**src/rtl/product_accumulator_if.sv**
```systemverilog
// ---------------------------------------------------------------------------
// product_accumulator_if
// Bundles the two valid/ready handshakes and the control/status signals of
// product_accumulator.
//   slave  modport : the accumulator side (consumes products, produces sums)
//   master modport : the producer/consumer side that drives the accumulator
// Signals
//   start, num_terms        : run control (master -> slave)
//   in_valid, in_prod       : product stream (master -> slave)
//   in_ready                : product stream back-pressure (slave -> master)
//   out_valid, out_sum,
//   out_ovf                 : result stream (slave -> master)
//   out_ready               : result back-pressure (master -> slave)
//   busy                    : accumulator is not idle (slave -> master)
// ---------------------------------------------------------------------------
interface product_accumulator_if #(
  parameter int ACC_W = 12,
  parameter int CNT_W = 4
);
  logic             start;
  logic [CNT_W-1:0] num_terms;
  logic             in_valid;
  logic             in_ready;
  logic [7:0]       in_prod;
  logic             out_valid;
  logic             out_ready;
  logic [ACC_W-1:0] out_sum;
  logic             out_ovf;
  logic             busy;

  modport slave (
    input  start, num_terms, in_valid, in_prod, out_ready,
    output in_ready, out_valid, out_sum, out_ovf, busy
  );

  modport master (
    output start, num_terms, in_valid, in_prod, out_ready,
    input  in_ready, out_valid, out_sum, out_ovf, busy
  );
endinterface

```
**src/rtl/product_accumulator.sv**
```systemverilog
// ---------------------------------------------------------------------------
// product_accumulator
// Sums a programmed number of 8-bit products (a dot product) taken from a
// valid/ready stream and returns the total over a second valid/ready
// handshake.
// Ports
//   clk     : rising-edge clock
//   rst     : asynchronous reset, active-high
//   acc_if  : product_accumulator_if.slave (start/num_terms, product stream,
//             result stream, busy)
// Parameters
//   ACC_W   : accumulator / result width (>= 8)
//   CNT_W   : term-count width; up to 2**CNT_W-1 terms per run
// Configuration macro
//   SATURATE_EN : when defined, the accumulator clamps at 2**ACC_W-1 on carry
//                 out; otherwise it wraps. out_ovf sets in both cases.
// ---------------------------------------------------------------------------
module product_accumulator #(
  parameter int ACC_W = 12,
  parameter int CNT_W = 4
) (
  input  logic                  clk,
  input  logic                  rst,
  product_accumulator_if.slave  acc_if
);

  typedef enum logic [1:0] {
    IDLE  = 2'd0,
    ACCUM = 2'd1,
    DONE  = 2'd2
  } state_e;

  state_e           state_q, state_d;
  logic [ACC_W-1:0] acc_q,   acc_d;
  logic [CNT_W-1:0] cnt_q,   cnt_d;
  logic [CNT_W-1:0] terms_q, terms_d;
  logic             ovf_q,   ovf_d;

  // One extra bit captures the carry out of the ACC_W-bit add.
  logic [ACC_W:0]   sum_ext;
  assign sum_ext = {1'b0, acc_q} + (ACC_W+1)'(acc_if.in_prod);

  // NOTE: every always_comb output gets a default first so no path leaves it
  // unassigned; a missing default would infer a latch.
  always_comb begin
    state_d = state_q;
    acc_d   = acc_q;
    cnt_d   = cnt_q;
    terms_d = terms_q;
    ovf_d   = ovf_q;

    unique case (state_q)
      IDLE: begin
        if (acc_if.start) begin
          terms_d = acc_if.num_terms;
          acc_d   = '0;
          cnt_d   = '0;
          ovf_d   = 1'b0;
          // A zero-term run has nothing to collect and reports 0 directly.
          state_d = (acc_if.num_terms == '0) ? DONE : ACCUM;
        end
      end

      ACCUM: begin
        // in_ready is high throughout ACCUM, so in_valid alone marks a transfer.
        if (acc_if.in_valid) begin
          cnt_d = cnt_q + 1'b1;
          if (sum_ext[ACC_W]) begin
            ovf_d = 1'b1;
`ifdef SATURATE_EN
            // Once clamped, any later non-zero product carries again, so the
            // value stays at full scale for the rest of the run.
            acc_d = '1;
`else
            acc_d = sum_ext[ACC_W-1:0];
`endif
          end else begin
            acc_d = sum_ext[ACC_W-1:0];
          end
          if (cnt_d == terms_q) state_d = DONE;
        end
      end

      DONE: begin
        // A start arriving together with out_ready is dropped on purpose.
        if (acc_if.out_ready) state_d = IDLE;
      end

      default: state_d = IDLE;
    endcase
  end

  // NOTE: sequential state uses non-blocking assignments so every register
  // samples its pre-edge value regardless of statement order.
  // NOTE: every register, including the datapath, is reset so an aborted run
  // cannot leak a partial sum or overflow flag into the next one.
  always_ff @(posedge clk or posedge rst) begin
    if (rst) begin
      state_q <= IDLE;
      acc_q   <= '0;
      cnt_q   <= '0;
      terms_q <= '0;
      ovf_q   <= 1'b0;
    end else begin
      state_q <= state_d;
      acc_q   <= acc_d;
      cnt_q   <= cnt_d;
      terms_q <= terms_d;
      ovf_q   <= ovf_d;
    end
  end

  // All outputs come straight from registers or a state decode.
  assign acc_if.in_ready  = (state_q == ACCUM);
  assign acc_if.out_valid = (state_q == DONE);
  assign acc_if.busy      = (state_q != IDLE);
  assign acc_if.out_sum   = acc_q;
  assign acc_if.out_ovf   = ovf_q;

endmodule

```
**src/flat_wrapper.sv**
```systemverilog
// flat-port wrapper written by rule: the top's interface ports become plain ports
module product_accumulator_flat 
#(
  parameter int ACC_W = 12,
  parameter int CNT_W = 4
)
  (clk, rst, acc_if_start, acc_if_num_terms, acc_if_in_valid, acc_if_in_prod, acc_if_out_ready, acc_if_in_ready, acc_if_out_valid, acc_if_out_sum, acc_if_out_ovf, acc_if_busy);
  product_accumulator_if #(.ACC_W(ACC_W), .CNT_W(CNT_W)) acc_if_i ();
  input  logic clk;
  input  logic rst;
  input wire logic [$bits(acc_if_i.start)-1:0] acc_if_start;
  input wire logic [$bits(acc_if_i.num_terms)-1:0] acc_if_num_terms;
  input wire logic [$bits(acc_if_i.in_valid)-1:0] acc_if_in_valid;
  input wire logic [$bits(acc_if_i.in_prod)-1:0] acc_if_in_prod;
  input wire logic [$bits(acc_if_i.out_ready)-1:0] acc_if_out_ready;
  output wire logic [$bits(acc_if_i.in_ready)-1:0] acc_if_in_ready;
  output wire logic [$bits(acc_if_i.out_valid)-1:0] acc_if_out_valid;
  output wire logic [$bits(acc_if_i.out_sum)-1:0] acc_if_out_sum;
  output wire logic [$bits(acc_if_i.out_ovf)-1:0] acc_if_out_ovf;
  output wire logic [$bits(acc_if_i.busy)-1:0] acc_if_busy;
  assign acc_if_i.start = acc_if_start;
  assign acc_if_i.num_terms = acc_if_num_terms;
  assign acc_if_i.in_valid = acc_if_in_valid;
  assign acc_if_i.in_prod = acc_if_in_prod;
  assign acc_if_i.out_ready = acc_if_out_ready;
  assign acc_if_in_ready = acc_if_i.in_ready;
  assign acc_if_out_valid = acc_if_i.out_valid;
  assign acc_if_out_sum = acc_if_i.out_sum;
  assign acc_if_out_ovf = acc_if_i.out_ovf;
  assign acc_if_busy = acc_if_i.busy;
  product_accumulator #(.ACC_W(ACC_W), .CNT_W(CNT_W)) u_core (.clk(clk), .rst(rst), .acc_if(acc_if_i));
endmodule
```
**config.mk**
```make
export PLATFORM = sky130hd
export DESIGN_NAME = product_accumulator_flat
export DESIGN_NICKNAME = d
export VERILOG_FILES = /design/src/rtl/product_accumulator_if.sv /design/src/rtl/product_accumulator.sv /design/src/flat_wrapper.sv
export SDC_FILE = /design/constraint.sdc
export NUM_CORES = 1
export LEC_CHECK = 0
export CORE_MARGIN = 2
export CORE_UTILIZATION = 49
export CTS_CLUSTER_DIAMETER = 120
export DETAILED_ROUTE_END_ITERATION = 12
export GPL_ROUTABILITY_DRIVEN = 0
export PLACE_DENSITY = 0.79
export REMOVE_ABC_BUFFERS = 1
export SLEW_MARGIN = 20
export SYNTH_ARGS = -nofsm -noshare
export SYNTH_HDL_FRONTEND = slang
export SYNTH_SLANG_ARGS = --single-unit
```
**constraint.sdc**
```tcl
create_clock -name clk -period 2.2 [get_ports clk]
set_input_delay 0.22 -clock clk [delete_from_list [all_inputs] [get_ports clk]]
set_output_delay 0.22 -clock clk [all_outputs]
set_load 0.03 [all_outputs]
```
==> results_dict.tcl <==
set metrics [dict create \
    status "completed" \
    hold_path.class "primary input to asynchronous set/reset pin" \
    drv_cap 0 \
    layout-drive-gt1-share 0.05820 \
    wl_mm 3.289 \
    final_common_cell "clkdlybuf4s50_1" \
    finalHoldViolations 0 \
    synth.distinct_cells 38 \
    critical_path_class "flip-flop to flip-flop" \
    synth_edf_count 0 \
    antenna_found_initial 0 \
    start_util 0.5118 \
    pin_count 33 \
    critPathCaptureType "flip-flop" \
    crit_fanout 3 \
    cp.arrival_ps 2250 \
    die_area_sq_mm 0.003326 \
    power.leakage_nw 0.8567 \
    cts_made_buffers 3 \
    setup_viol 0 \
    powerDensity_mw_per_mm2 1309 \
    finalMaxSlewViolations 0 \
    overflow 0 \
    relSlewSlack 0.6689 \
    avgSynthCellArea_sq_um 9.225 \
    fmax_ghz 0.4890 \
    clkSlewWorstSetupHoldPaths_ps 130 \
    drc 0 \
    dp_hpwl_mm 2.480 \
    required_ps 2400 \
    clock_latency_ps 310 \
    synth_area_sq_mm 0.001411 \
    fin_skew_ps 6.083 \
    num_vias 1259 \
    clk_path_buf_depth 2 \
    final_area_sq_mm 0.001812 \
    area_growth_pct 28.37 \
    grt_setup_unrepaired "no" \
    nNetsFinal 217 \
    async_flop_share 1.000 \
    peakVddDrop_mv 0.8156 \
    root_buffer "clkbuf_4" \
    final_util 0.6570 \
    die_h_um 57.67 \
    final.period_utilization 0.9295 \
    antenna_cells 0 \
    grt_pass1_wl_mm 5.609 \
    die_w_um 57.67 \
    synthesis.instances 153 \
    drt-initial-drc-count 34 \
    place_area_sq_mm 0.001773 \
    ys_seq_area_frac 0.4078 \
    h-tree-depth 1 \
    grt_max_degree 24 \
    cts_tree "built" \
    grt_pass1_vias 1250 \
    worst_pin_slew_ps 492.1 \
    synth_warnings 0 \
    firstDrtPassIters 5 \
    portBuffers 32 \
    hold_buffers 0 \
    finalCriticalPeriod_ps 2045 \
    ant_nets 0 \
    via_per_inst 5.723 \
    ys.flop_type "dfrtp_1" \
    coreArea_sq_mm 0.002758 \
    grtUsageTotal 0.2173 \
    rows 19 \
    ys_ff_latch 23 \
    startpoint_type "flip-flop" \
    cts_sinks 23 \
    layout_common_cells "32 x clkdlybuf4s50_1, 28 x nand2_1, 23 x dfrtp_1" \
    wl_per_cell_um 14.95 \
]
cells by family after synthesis:
family                     Yosys count  synth area share
and+or+nand+nor                     57            0.1862
AOI/OAI and AO/OA                   39            0.1844
DFF                                 23            0.4078
xor gates and xnor gates            11           0.06826
adders and majority gates           10           0.09397
buffers and inverters                9           0.03013
muxes                                4           0.02926
layer usage:
layer  global-route usage  vias to the layer above  share of wire
met2               0.3604                       43           0.52
met4              0.08306                        0         0.0082
li1                     -                      606              -
met1               0.2874                      606           0.43
met3              0.03348                        4          0.046
met5                    0                        -              0
power by group:
group	switching (mW)	leakage, nW	internal, mW	total, mW
clock network	0.129	0.0150	0.0707	0.200
logic	0.785	0.544	0.636	1.42
registers	0.170	0.297	0.583	0.752
final timing paths:
path / from / to / slack, ps / depth (start not counted)
setup / recovery: u_core.acc_if.out_sum[0]$_DFFE_PP0P_ / u_core.acc_if.out_sum[10]$_DFFE_PP0P_ / 160 / 7
hold / removal: rst / u_core.acc_if.out_sum[10]$_DFFE_PP0P_ / 240 / 3
setup reg to reg: u_core.acc_if.out_sum[0]$_DFFE_PP0P_ / u_core.acc_if.out_sum[10]$_DFFE_PP0P_ / 160 / 7
hold reg to reg: u_core.terms_q[0]$_DFFE_PP0P_ / u_core.terms_q[0]$_DFFE_PP0P_ / 520 / 2
max in group asynchronous: rst / u_core.cnt_q[0]$_DFFE_PP0P_ / 1730 / 3
min in group clk: acc_if_num_terms[3] / u_core.terms_q[3]$_DFFE_PP0P_ / 470 / 3
registers in the layout, summed over array words and instances, names as in the netlist:
name / flops
u_core.acc_if.out_ovf: 1
u_core.cnt_q: 4
u_core.acc_if.out_sum: 12
u_core.state_q: 2
u_core.terms_q: 4
Yosys cell counts, types with 2 or more instances:
library cell	n	area, sq um
xor2_1	5	43.79
or3_1	2	12.51
nand2b_1	2	12.51
nand4_1	2	12.51
xnor2_1	6	52.55
nand3_1	2	10.01
nor3_1	3	15.01
ha_1	9	112.6
o31ai_1	2	15.01
o21ai_0	10	50.05
a21o_1	3	22.52
o21ai_1	4	20.02
buf_4	2	15.01
dfrtp_1	23	575.6
mux2i_1	3	30.03
a211oi_1	3	22.52
and2_1	4	25.02
nor2_1	10	37.54
a22o_1	3	26.28
nand2_1	28	105.1
a21oi_1	5	25.02
inv_1	6	22.52
worst max-delay path: stages, from the launching register on:
cell and delay [ps]:
dfrtp_1 430, ha_1 240, fa_1 380, a211oi_1 260, o21bai_1 160, o211ai_1 240
xor2_1 180, nor2_1 50
stage by stage:
step | setup WS, ps | total power, mW | hold WS [ps] | TNS (ps) | instances
6_report | 155.2 | 2.372 | 238.6 | 0 | 220
5_1_grt | 0.8182 | 2.574 | 270.9 | 0 | 220
4_1_cts | 156.6 | 2.357 | 240.0 | 0 | 220
3_5_place_dp | -60.79 | 2.153 | 496.4 | -136.3 | 216
3_3_place_gp | 5.361 | 2.104 | 478.4 | 0 | 216
2_1_floorplan | 126.7 | 1.707 | 221.9 | 0 | 150
final cells by class:
cell class / count / area (sq um)
clock buffers: 4 / 26.28
inverters: 6 / 22.52
multi-input cells: 121 / 805.8
repair buffers: 35 / 342.8
flip-flops and latches: 23 / 575.6
well taps: 31 / 38.79
fillers: 237 / 945.9
what timing repair did:
item,in CTS,in global routing
setup endpoints to repair,0,1
buffers inserted,0,0
gates resized for setup,0,1
(Power assumes the default switching activity.)
==> RTL change, RTL diff (same settings) <==
Make the reset (`rst`) synchronous in one clocked block. Comments in the files are not updated.
--- a/src/rtl/product_accumulator.sv
+++ b/src/rtl/product_accumulator.sv
@@ -96,3 +96,3 @@
   // cannot leak a partial sum or overflow flag into the next one.
-  always_ff @(posedge clk or posedge rst) begin
+  always_ff @(posedge clk) begin
     if (rst) begin
Function: differs if rst is asserted again (counterexample within 4 cycles, from zero or initial values and one cycle with rst high); with rst held inactive, the same outputs for 10 cycles.
==> RTL change against the original RTL <==
- count of clock-buffer cells in the layout did not move
- final area fell by 2.6%
- area after synthesis fell by 1.6%
- wire length fell by 2.7%
- setup slack improved by 39 ps
- largest cell class unchanged
- critical path type is now reg -> out
- clock skew fell by 2.6 ps
- critical endpoint is now acc_if_in_ready
- cell count rose by 0.91%
- die area fell by 1.5%
- sequential cell count did not move
Power is not compared: it rests on default switching activity, and its combinational part moved more than twofold at a synthesized area within 25%.
==> RTL change: results (changes against the original RTL) <==
.. list-table::
   :header-rows: 1

   * - Metric
     - Value
   * - Outcome
     - complete, no violations
   * - Number of distinct library cells after synthesis
     - 46 (+21%)
   * - Largest stage delay on the critical path
     - 700 ps (+270 ps)
   * - Layout Nets
     - 219 (+0.92%)
   * - Clock Tree Buf Depth
     - 2 (unchanged)
   * - Share of async-settable or async-resettable flops after synthesis
     - 0% (-100 points)
   * - Xor/xnor cell area share of the yosys netlist
     - 8.829% (+2.0 points)
   * - Setup Slack @ Placement
     - -4.041 ps (+56.75 ps)
   * - Via count of the routed design
     - 1268 (+0.71%)
   * - PortBufs
     - 32 (unchanged)
   * - Share of synthesized area spent on multiplexers
     - 4.685% (+1.8 points)
   * - Arithmetic-cell share of the synthesized area counting full adders, half adders and majority gates
     - 9.550% (+0.15 points)
   * - Share of the synthesized area in compound gates (AO/OA/AOI/OAI)
     - 20.90% (+2.5 points)
   * - Placement Cell Area
     - 1738 um^2 (-2.0%)
   * - Most instantiated flip-flop cell in the synthesis netlist
     - sky130_fd_sc_hd__dfxtp_1
   * - Cell class contributing the biggest share of worst-path delay
     - buffers and inverters
   * - CTS Root Cell
     - sky130_fd_sc_hd__clkbuf_4
   * - First-pass GRT wire length
     - 5464 um (-2.6%)
   * - Share of post-route cells with drive strength above 1
     - 6.283% (+0.46 points)
   * - Fraction of the yosys area taken by sequential cells
     - 33.15% (-7.6 points)
   * - Final critical-path required period
     - 2006 ps (-39.27 ps)
   * - Maximum level of the CTS H-tree
     - 1 (unchanged)
   * - FF-to-FF setup slack
     - 260 ps (+100 ps)
   * - Class of the most critical hold timing path
     - reg -> reg
   * - Total setup buffers inserted after CTS
     - 0 (unchanged)
   * - Routed wirelength normalized by instance count
     - 14.41 um (-3.6%)
   * - Max FO, Critical Path
     - 11 (+8)
   * - Overflow left after global routing
     - 0 (unchanged)
   * - Top cells by area, synth
     - sky130_fd_sc_hd__dfxtp_1, sky130_fd_sc_hd__ha_1, sky130_fd_sc_hd__nor2_1
   * - Max stage delay cell, worst path
     - sky130_fd_sc_hd__clkdlybuf4s50_1
   * - Initial DRC count
     - 23 (-32%)
   * - Length of the first detailed-routing pass in iterations
     - 4 (-1)
   * - Data arrival at the endpoint of the critical path
     - 1790 ps (-460 ps)
   * - DPL Wire Length
     - 2489 um (+0.39%)
   * - Total global-route track usage
     - 21.05% (-0.68 points)
   * - Most frequent cells after synthesis
     - sky130_fd_sc_hd__dfxtp_1, sky130_fd_sc_hd__nor2_1, sky130_fd_sc_hd__a21oi_1
   * - Transition at the pin with the smallest max-transition slack
     - 481.0 ps (-11.15 ps)
   * - Largest net degree at the start of global routing
     - 17 (-29%)
   * - Maximum clock skew at final layout
     - 3.464 ps (-2.620 ps)
   * - Share of Yosys cell area claimed by the top area cell type
     - 33.15% (-7.6 points)
   * - Number of clock buffers inserted by TritonCTS
     - 3 (unchanged)
   * - Number of antenna violations at the first check in global routing
     - 0 (unchanged)
[RTL change: cell count changes in the layout (fill, tap and decap cells not counted), moves of 7 or more]
cell                      change
sky130_fd_sc_hd__nand2_1     -21
sky130_fd_sc_hd__dfxtp_1     +23
sky130_fd_sc_hd__dfrtp_1     -23
sky130_fd_sc_hd__nor2_1       +9
sky130_fd_sc_hd__a21oi_1      +7
[RTL change: metrics by stage]
step	power, mW	std cells	hold slack (ps)	setup TNS (ps)
after floorplan	0.6397	153	289.1	0
after global placement	0.7359	218	467.0	0
after detailed placement	0.7434	218	460.3	-4.041
after CTS	0.9395	222	490.1	0
after global routing	0.9903	222	512.2	0
final	0.9379	222	488.1	0
[RTL change: per-layer routing]
layer	share of wire [%]	track usage, %	wire [um]
met1	43	26.52	1362
met2	51	36.95	1628
met3	5.2	3.628	166
met4	1.3	5.980	41
met5	0	0	0
[RTL change: report_power, final]
group / total (mW) / leakage [nW] / switching [mW] / internal [mW]
logic: 0.278 / 0.507 / 0.149 / 0.128
clock network: 0.203 / 0.0150 / 0.132 / 0.0708
registers: 0.458 / 0.187 / 0.0218 / 0.436
total: 0.938 / 0.709 / 0.303 / 0.635
[RTL change: tightest hold or removal path, stage by stage (launching register included)]
cell and delay, ps:
sky130_fd_sc_hd__dfxtp_1 350, sky130_fd_sc_hd__a21oi_1 40, sky130_fd_sc_hd__nor2_1 70
[RTL change: worst paths after layout]
check,cells past startpoint,endpoint,start
min reg2reg,2,u_core.acc_if.out_ovf$_SDFFE_PP0P_,u_core.acc_if.out_ovf$_SDFFE_PP0P_
max,2,acc_if_in_ready,u_core.state_q[1]$_SDFFE_PP0P_
max reg2reg,7,u_core.acc_if.out_sum[10]$_SDFFE_PP0P_,u_core.acc_if.out_sum[0]$_SDFFE_PP0P_
min,2,u_core.acc_if.out_ovf$_SDFFE_PP0P_,u_core.acc_if.out_ovf$_SDFFE_PP0P_
[RTL change: cells by family after synthesis]
family / count (synthesis)
and+or+nand+nor: 54
AOI/OAI and AO/OA: 42
DFF: 23
xor gates and xnor gates: 14
buffers and inverters: 10
adders and majority gates: 10
muxes: 6
[RTL change: final cells by class]
class | count | area (um^2) | share of cell area [%]
Tap cell | 31 | 38.79 | 2.199
Sequential cell | 23 | 460.4 | 26.10
Timing Repair Buffer | 34 | 335.3 | 19.01
Clock buffer | 4 | 26.28 | 1.489
Inverter | 4 | 15.01 | 0.8511
Multi-Input combinational cell | 126 | 888.4 | 50.35
